--- src/rtl/key_pkg.sv ---
// Shared types and helpers for the multi-key debouncer.
//   key_state_e : per-channel press classifier state
//   cnt_width   : bit width of a counter that must be able to hold max_val
package key_pkg;

  typedef enum logic [1:0] {
    K_IDLE   = 2'd0,
    K_HELD   = 2'd1,
    K_REPEAT = 2'd2
  } key_state_e;

  // Width of a counter able to hold max_val without wrapping
  function automatic int cnt_width(input int unsigned max_val);
    return $clog2(64'(max_val) + 64'd1);
  endfunction

endpackage

--- src/rtl/multi_key_debounce_if.sv ---
// Key front-end bundle between board pins / control logic and the debouncer.
//   i_key       : raw asynchronous key pins
//   i_repeat_en : per-channel auto-repeat enable
//   o_level     : debounced state, 1 = pressed
//   o_press     : 1-cycle pulse on accepted press
//   o_release   : 1-cycle pulse on accepted release
//   o_long      : 1-cycle pulse once per press after the long-hold time
//   o_repeat    : 1-cycle auto-repeat pulse after o_long
// master = the side driving the pins (board/bench), slave = the debouncer.
interface multi_key_debounce_if #(
  parameter int N_KEYS = 4
);
  logic [N_KEYS-1:0] i_key;
  logic [N_KEYS-1:0] i_repeat_en;
  logic [N_KEYS-1:0] o_level;
  logic [N_KEYS-1:0] o_press;
  logic [N_KEYS-1:0] o_release;
  logic [N_KEYS-1:0] o_long;
  logic [N_KEYS-1:0] o_repeat;

  modport master (
    output i_key, i_repeat_en,
    input  o_level, o_press, o_release, o_long, o_repeat
  );

  modport slave (
    input  i_key, i_repeat_en,
    output o_level, o_press, o_release, o_long, o_repeat
  );
endinterface

--- src/rtl/key_channel.sv ---
// One key channel: 2-flop synchroniser, debounce counter and the
// press / long-press / auto-repeat classifier.
//   clk, rst_n  : clock, asynchronous active-low reset
//   i_key       : raw pin (polarity given by ACTIVE_LOW)
//   i_repeat_en : auto-repeat enable
//   o_level, o_press, o_release, o_long, o_repeat : registered outputs
module key_channel
  import key_pkg::*;
#(
  parameter bit          ACTIVE_LOW    = 1'b1,
  parameter int unsigned DEB_CYCLES    = 500000,
  parameter int unsigned LONG_CYCLES   = 50000000,
  parameter int unsigned REPEAT_CYCLES = 10000000
) (
  input  logic clk,
  input  logic rst_n,
  input  logic i_key,
  input  logic i_repeat_en,
  output logic o_level,
  output logic o_press,
  output logic o_release,
  output logic o_long,
  output logic o_repeat
);

  localparam int DW = cnt_width(DEB_CYCLES);
  localparam int HW = cnt_width(LONG_CYCLES);
  localparam int RW = cnt_width(REPEAT_CYCLES);

  localparam logic          REL_LVL   = ACTIVE_LOW;
  localparam logic [DW-1:0] DEB_TERM  = DW'(DEB_CYCLES - 1);
  // The long pulse fires on the edge where the hold counter steps onto
  // LONG_CYCLES-1, so it lands LONG_CYCLES-1 cycles after the press pulse.
  localparam logic [HW-1:0] HOLD_TERM = HW'(LONG_CYCLES - 2);
  // Repeat pulses fire after the counter has sat at REPEAT_CYCLES-1,
  // giving exactly REPEAT_CYCLES cycles between pulses.
  localparam logic [RW-1:0] RPT_TERM  = RW'(REPEAT_CYCLES - 1);

  logic [1:0]    sync_r;
  logic          pressed_s;
  logic          flip_s;
  logic [DW-1:0] deb_cnt_r;
  logic [HW-1:0] hold_cnt_r;
  logic [RW-1:0] rpt_cnt_r;
  key_state_e    state_r;
  logic          level_r;
  logic          press_r;
  logic          release_r;
  logic          long_r;
  logic          repeat_r;

  // Two-flop synchroniser, reset to the released pin level
  always_ff @(posedge clk or negedge rst_n) begin
    if (!rst_n) begin
      sync_r <= {2{REL_LVL}};
    end else begin
      sync_r <= {sync_r[0], i_key};
    end
  end

  // Polarity normalisation and debounce acceptance
  always_comb begin
    pressed_s = ACTIVE_LOW ? ~sync_r[1] : sync_r[1];
    flip_s    = 1'b0;
    if ((pressed_s != level_r) && (deb_cnt_r == DEB_TERM)) begin
      flip_s = 1'b1;
    end else begin
      flip_s = 1'b0;
    end
  end

  // Debounce counter: counts consecutive cycles of disagreement
  always_ff @(posedge clk or negedge rst_n) begin
    if (!rst_n) begin
      deb_cnt_r <= {DW{1'b0}};
    end else if ((pressed_s == level_r) || flip_s) begin
      deb_cnt_r <= {DW{1'b0}};
    end else begin
      deb_cnt_r <= deb_cnt_r + DW'(1);
    end
  end

  // Classifier FSM with registered level and event pulses
  always_ff @(posedge clk or negedge rst_n) begin
    if (!rst_n) begin
      state_r    <= K_IDLE;
      level_r    <= 1'b0;
      press_r    <= 1'b0;
      release_r  <= 1'b0;
      long_r     <= 1'b0;
      repeat_r   <= 1'b0;
      hold_cnt_r <= {HW{1'b0}};
      rpt_cnt_r  <= {RW{1'b0}};
    end else begin
      press_r   <= 1'b0;
      release_r <= 1'b0;
      long_r    <= 1'b0;
      repeat_r  <= 1'b0;
      if (flip_s) begin
        level_r <= pressed_s;
      end
      case (state_r)
        K_IDLE: begin
          hold_cnt_r <= {HW{1'b0}};
          rpt_cnt_r  <= {RW{1'b0}};
          if (flip_s && pressed_s) begin
            state_r <= K_HELD;
            press_r <= 1'b1;
          end
        end
        K_HELD: begin
          // Release is checked first so it wins over a coincident long count
          if (flip_s && !pressed_s) begin
            state_r    <= K_IDLE;
            release_r  <= 1'b1;
            hold_cnt_r <= {HW{1'b0}};
          end else if (hold_cnt_r == HOLD_TERM) begin
            state_r    <= K_REPEAT;
            long_r     <= 1'b1;
            hold_cnt_r <= {HW{1'b0}};
            rpt_cnt_r  <= {RW{1'b0}};
          end else begin
            hold_cnt_r <= hold_cnt_r + HW'(1);
          end
        end
        K_REPEAT: begin
          if (flip_s && !pressed_s) begin
            state_r   <= K_IDLE;
            release_r <= 1'b1;
            rpt_cnt_r <= {RW{1'b0}};
          end else if (i_repeat_en) begin
            if (rpt_cnt_r == RPT_TERM) begin
              repeat_r  <= 1'b1;
              rpt_cnt_r <= {RW{1'b0}};
            end else begin
              rpt_cnt_r <= rpt_cnt_r + RW'(1);
            end
          end else begin
            rpt_cnt_r <= rpt_cnt_r;
          end
        end
        default: begin
          state_r    <= K_IDLE;
          hold_cnt_r <= {HW{1'b0}};
          rpt_cnt_r  <= {RW{1'b0}};
        end
      endcase
    end
  end

  assign o_level   = level_r;
  assign o_press   = press_r;
  assign o_release = release_r;
  assign o_long    = long_r;
  assign o_repeat  = repeat_r;

endmodule

--- src/rtl/multi_key_debounce.sv ---
// N-channel push-button front end: synchronises, debounces and classifies
// raw keys into level, press, release, long-press and auto-repeat events.
//   clk   : system clock (CLOCK_50)
//   rst_n : asynchronous active-low reset
//   kif   : key bundle (slave side), see multi_key_debounce_if
module multi_key_debounce
  import key_pkg::*;
#(
  parameter int          N_KEYS        = 4,
  parameter bit          ACTIVE_LOW    = 1'b1,
  parameter int unsigned DEB_CYCLES    = 500000,
  parameter int unsigned LONG_CYCLES   = 50000000,
  parameter int unsigned REPEAT_CYCLES = 10000000
) (
  input  logic                  clk,
  input  logic                  rst_n,
  multi_key_debounce_if.slave   kif
);

  logic [N_KEYS-1:0] level_s;
  logic [N_KEYS-1:0] press_s;
  logic [N_KEYS-1:0] release_s;
  logic [N_KEYS-1:0] long_s;
  logic [N_KEYS-1:0] repeat_s;

  for (genvar g = 0; g < N_KEYS; g++) begin : g_ch
    key_channel #(
      .ACTIVE_LOW    (ACTIVE_LOW),
      .DEB_CYCLES    (DEB_CYCLES),
      .LONG_CYCLES   (LONG_CYCLES),
      .REPEAT_CYCLES (REPEAT_CYCLES)
    ) u_ch (
      .clk         (clk),
      .rst_n       (rst_n),
      .i_key       (kif.i_key[g]),
      .i_repeat_en (kif.i_repeat_en[g]),
      .o_level     (level_s[g]),
      .o_press     (press_s[g]),
      .o_release   (release_s[g]),
      .o_long      (long_s[g]),
      .o_repeat    (repeat_s[g])
    );
  end

  assign kif.o_level   = level_s;
  assign kif.o_press   = press_s;
  assign kif.o_release = release_s;
  assign kif.o_long    = long_s;
  assign kif.o_repeat  = repeat_s;

endmodule

--- src/flat_wrapper.sv ---
// flat-port wrapper written by rule: the top's interface ports become plain ports
module multi_key_debounce_flat import key_pkg::*;
#(
  parameter int          N_KEYS        = 4,
  parameter bit          ACTIVE_LOW    = 1'b1,
  parameter int unsigned DEB_CYCLES    = 500000,
  parameter int unsigned LONG_CYCLES   = 50000000,
  parameter int unsigned REPEAT_CYCLES = 10000000
)
  (clk, rst_n, kif_i_key, kif_i_repeat_en, kif_o_level, kif_o_press, kif_o_release, kif_o_long, kif_o_repeat);
  multi_key_debounce_if #(.N_KEYS(N_KEYS)) kif_i ();
  input  logic clk;
  input  logic rst_n;
  input wire logic [$bits(kif_i.i_key)-1:0] kif_i_key;
  input wire logic [$bits(kif_i.i_repeat_en)-1:0] kif_i_repeat_en;
  output wire logic [$bits(kif_i.o_level)-1:0] kif_o_level;
  output wire logic [$bits(kif_i.o_press)-1:0] kif_o_press;
  output wire logic [$bits(kif_i.o_release)-1:0] kif_o_release;
  output wire logic [$bits(kif_i.o_long)-1:0] kif_o_long;
  output wire logic [$bits(kif_i.o_repeat)-1:0] kif_o_repeat;
  assign kif_i.i_key = kif_i_key;
  assign kif_i.i_repeat_en = kif_i_repeat_en;
  assign kif_o_level = kif_i.o_level;
  assign kif_o_press = kif_i.o_press;
  assign kif_o_release = kif_i.o_release;
  assign kif_o_long = kif_i.o_long;
  assign kif_o_repeat = kif_i.o_repeat;
  multi_key_debounce #(.N_KEYS(N_KEYS), .ACTIVE_LOW(ACTIVE_LOW), .DEB_CYCLES(DEB_CYCLES), .LONG_CYCLES(LONG_CYCLES), .REPEAT_CYCLES(REPEAT_CYCLES)) u_core (.clk(clk), .rst_n(rst_n), .kif(kif_i));
endmodule
--- config.mk ---
export PLATFORM = sky130hd
export DESIGN_NAME = multi_key_debounce_flat
export DESIGN_NICKNAME = d
export VERILOG_FILES = /design/src/rtl/key_pkg.sv /design/src/rtl/multi_key_debounce_if.sv /design/src/rtl/key_channel.sv /design/src/rtl/multi_key_debounce.sv /design/src/flat_wrapper.sv
export SDC_FILE = /design/constraint.sdc
export NUM_CORES = 1
export LEC_CHECK = 0
export BUFFER_PORTS_ARGS = -buffer_cell sky130_fd_sc_hd__buf_2
export CAP_MARGIN = 10
export CORE_MARGIN = 5
export CORE_UTILIZATION = 45
export CTS_BUF_LIST = sky130_fd_sc_hd__clkbuf_8
export CTS_CLUSTER_SIZE = 12
export DETAILED_ROUTE_END_ITERATION = 12
export HOLD_SLACK_MARGIN = 0.05
export PLACE_DENSITY_LB_ADDON = 0.05
export SLEW_MARGIN = 20
export SYNTH_ARGS = -nofsm -noshare
export SYNTH_HDL_FRONTEND = slang
export SYNTH_SLANG_ARGS = --single-unit
--- constraint.sdc ---
create_clock -name clk -period 4.3 [get_ports clk]
set_clock_uncertainty 0.2 [all_clocks]
set_input_delay 0.645 -clock clk [delete_from_list [all_inputs] [get_ports clk]]
set_output_delay 0.645 -clock clk [all_outputs]
set_load 0.01 [all_outputs]
==> results.txt <==
worst-margin pin slew: 1.06 ns
antenna violations before repair: 0
vias per std cell: 5.49
HP Class: input port to flop
core box area: 35700 um2
CTS Buf Count: 56
CTS tree: done
fillcell total: 3359
Initial Util: 0.458
WP data required: 4.60 ns
vias in the first global route: 12.6k
first-pass GRT wire length: 60.9 mm
Max Buffers Root-to-Sink: 3
synth top area cells: dfrtp_1, nor2_1, xor2_1
DPL Wire Length: 22.7 mm
Vias: 12.8k
Most common cell on crit path: a21o_1
Mean Syn Cell Area: 9.20 um2
Clock power frac: 0.492
H-Tree Depth: 2
Die Wd: 200 um
Fmax: 311 MHz
Non-Filler Instances: 2328
clock latency on the worst-skew pair: 0.61 ns
nets: 1861
# hold bufs at CTS: 5
Mapped Nets: 1813
Worst Setup Path Type: flop to flop
synthesized area: 16300 um2
register area share after synthesis: 0.479
RSZ-0062 raised after global routing: no
Clock transition at path regs: 0.06 ns
max layer used: met4
final setup fails: 0
placed instance count: 2221
#FFs+latches synth: 312
final worst slack: 1.09 ns
fin crit period: 3.21 ns
Layout area overhead: 11.5%
CP max stage cell: nor3_1
most frequent cells in the layout: dfrtp_1, nor2_1, nand2_1, nand3_1, o21ai_0
Slowest Stage Delay on Critical Path: 0.87 ns
Post-synth EDFFs: 0
routed length on met2: 15.7 mm
post-route ant nets: 0
# diodes: 0
Startpoint Class: flop
max_cap viols: 0
GRT Util Overall: 0.173
routed length per placed instance: 14.9 um
total grt overflow: 0
pin count of the biggest net entering global routing: 98
crit path max fanout: 14
met3 WL post-DR: 1.21 mm
Sink Count: 312
Final Hold Vio Count: 0
Distinct cells, synth: 73
Rows: 69
Slew Viols, Final: 0
status: completed
Max-slew headroom: 0.286
Total Wirelength: 34.6 mm
DRC Markers: 0
share of power burned in combinational logic: 0.018
number of cells upsized or downsized after cts: 0
cells after synthesis: 1775
Worst Path Arrival: 3.51 ns
commonest non-fill, non-tap cell in the layout: dfrtp_1
post-synth top area share: 0.466
internal power: 4720 uW
sequential power share: 0.490
cell at the root of the clock tree: clkbuf_8
setup TNS: 0 ns
Top delay family on crit path: simple AND/OR/NAND/NOR gates
Worst setup EP type: flop
RD Place Congestion: 0.806
Sw Ratio: 0.221
Buffers on Ports: 29
Chip Height: 200 um
PD cells: 332 nW/um2
period utilization: 0.747
DR iter-0 viols: 640
layout cells sized above 1: 0.0937
CP Cell Sequence: ha_1 > nand3_1 > or2_2 > nor3_1 > nor2_1 > a21o_1 > a21o_1
Peak VDD IR: 0.247 mV
CP bufs+invs: 0
Setup WS pre-CTS: 1.11 ns
total setup buffers inserted after CTS: 0
number of top-level pins: 30
main flop type after synthesis: dfrtp_1
Hold Path Origin: kif_i_repeat_en[3]
1st-pass router iterations: 5
Worst Setup SP: u_core.g_ch[2].u_ch.rpt_cnt_r[0]$_DFFE_PN0P_
Sw Pwr: 1330 uW
Total Die Area: 40200 um2
Post-synth ARST share: 1.00
M1 wire length: 17.0 mm
Synth warnings: 0
cell taking the most area after synthesis: dfrtp_1
Worst R2R Start: u_core.g_ch[2].u_ch.rpt_cnt_r[0]$_DFFE_PN0P_
leakage: 0.00758 uW
==> power by group through the flow <==
| stage | Sequential, uW | Combinational [uW] | Clock [uW] |
|---|---|---|---|
| 2_1_floorplan | 3010 | 27.4 | 0 |
| 3_3_place_gp | 3020 | 112 | 0 |
| 3_5_place_dp | 3020 | 112 | 0 |
| 4_1_cts | 2960 | 115 | 3100 |
| 5_1_grt | 2970 | 129 | 3230 |
| 6_report | 2970 | 108 | 2980 |
==> through the flow <==
stage / hold slack [ns] / total power, uW / utilization / instance area [um2]
3_3_place_gp: 0.146 / 3130 / 0.474 / 16900
3_5_place_dp: 0.147 / 3130 / 0.474 / 16900
2_1_floorplan: 0.145 / 3040 / - / 16300
6_report: 0.136 / 6050 / 0.511 / 18200
5_1_grt: 0.126 / 6320 / 0.511 / 18200
4_1_cts: 0.0632 / 6180 / 0.510 / 18200
==> cells by family after synthesis <==
logic type | share of synthesized area
adder cells (fa/ha/maj) | 0.0215
multiplexers | 0.00184
XOR/XNOR | 0.0778
AND/OR/NAND/NOR | 0.275
buffers and inverters | 0.0371
flip-flops | 0.479
AO/OA/AOI/OAI | 0.108
==> final timing paths <==
check                                                                end  slack, ns  cells past startpoint
min in group asynchronous  u_core.g_ch[2].u_ch.rpt_cnt_r[11]$_DFFE_PN0P_       0.46                      2
hold reg to reg                  u_core.g_ch[2].u_ch.sync_r[1]$_DFF_PN1_       0.15                      0
max in group asynchronous        u_core.g_ch[3].u_ch.sync_r[1]$_DFF_PN1_       2.49                      3
setup / recovery           u_core.g_ch[2].u_ch.rpt_cnt_r[10]$_DFFE_PN0P_       1.09                      7
hold / removal                    u_core.g_ch[3].u_ch.o_repeat$_DFF_PN0_       0.14                      3
setup reg to reg           u_core.g_ch[2].u_ch.rpt_cnt_r[10]$_DFFE_PN0P_       1.09                      7
==> Yosys cell counts (4+ instances only) <==
library cell  count
nor2b_1          10
dfrtp_1         304
nand4_1          54
a21o_1           12
nor3b_1          10
o21ai_1           5
o31ai_1          30
buf_4            20
o41ai_1          16
or4_1            12
or2_2            13
and4_1           22
a22o_1            9
nand2b_1         17
a211oi_1          5
clkbuf_1         38
nor4b_1           9
nor4bb_1          4
a211o_1           4
nor4_1           21
nand3_1         125
xnor2_1          54
nor2_1          232
a21oi_1          57
and2_1           17
buf_2             7
and3_1           48
ha_1             28
or3_1            52
dfstp_2           8
nor3_1           55
nand2_1         144
xor2_1           91
a31oi_1           6
inv_1            69
o21ai_0         103
o22ai_1           4
==> worst min-delay path, stage by stage <==
cell and delay, ns:
buf_2 0.11, nand2_1 0.09, nor2_1 0.05
==> flip-flops by register name, summed over array words and instances, names as in the netlist <==
| register | cells |
|---|---|
| u_core.g_ch.u_ch.o_press | 4 |
| u_core.g_ch.u_ch.sync_r | 8 |
| u_core.g_ch.u_ch.o_repeat | 4 |
| u_core.g_ch.u_ch.rpt_cnt_r | 96 |
| u_core.g_ch.u_ch.o_release | 4 |
| u_core.g_ch.u_ch.state_r | 8 |
| u_core.g_ch.u_ch.hold_cnt_r | 104 |
| u_core.g_ch.u_ch.deb_cnt_r | 76 |
| u_core.g_ch.u_ch.o_level | 4 |
| u_core.g_ch.u_ch.o_long | 4 |
==> layer usage <==
layer	global-route usage	vias up
li1	-	6393
met4	0.0543	0
met5	0	-
met3	0.0313	51
met2	0.274	175
met1	0.244	6171
==> layout make-up <==
cell class / count / area (um2) / share of cell area
multi-input cells: 1326 / 7910 / 0.434
flip-flops and latches: 312 / 7820 / 0.429
clock buffers: 79 / 1090 / 0.0597
well taps: 461 / 577 / 0.0317
repair buffers: 58 / 410 / 0.0225
inverters: 69 / 259 / 0.0142
clock inverters: 23 / 145 / 0.00797
(Power assumes the default switching activity.)
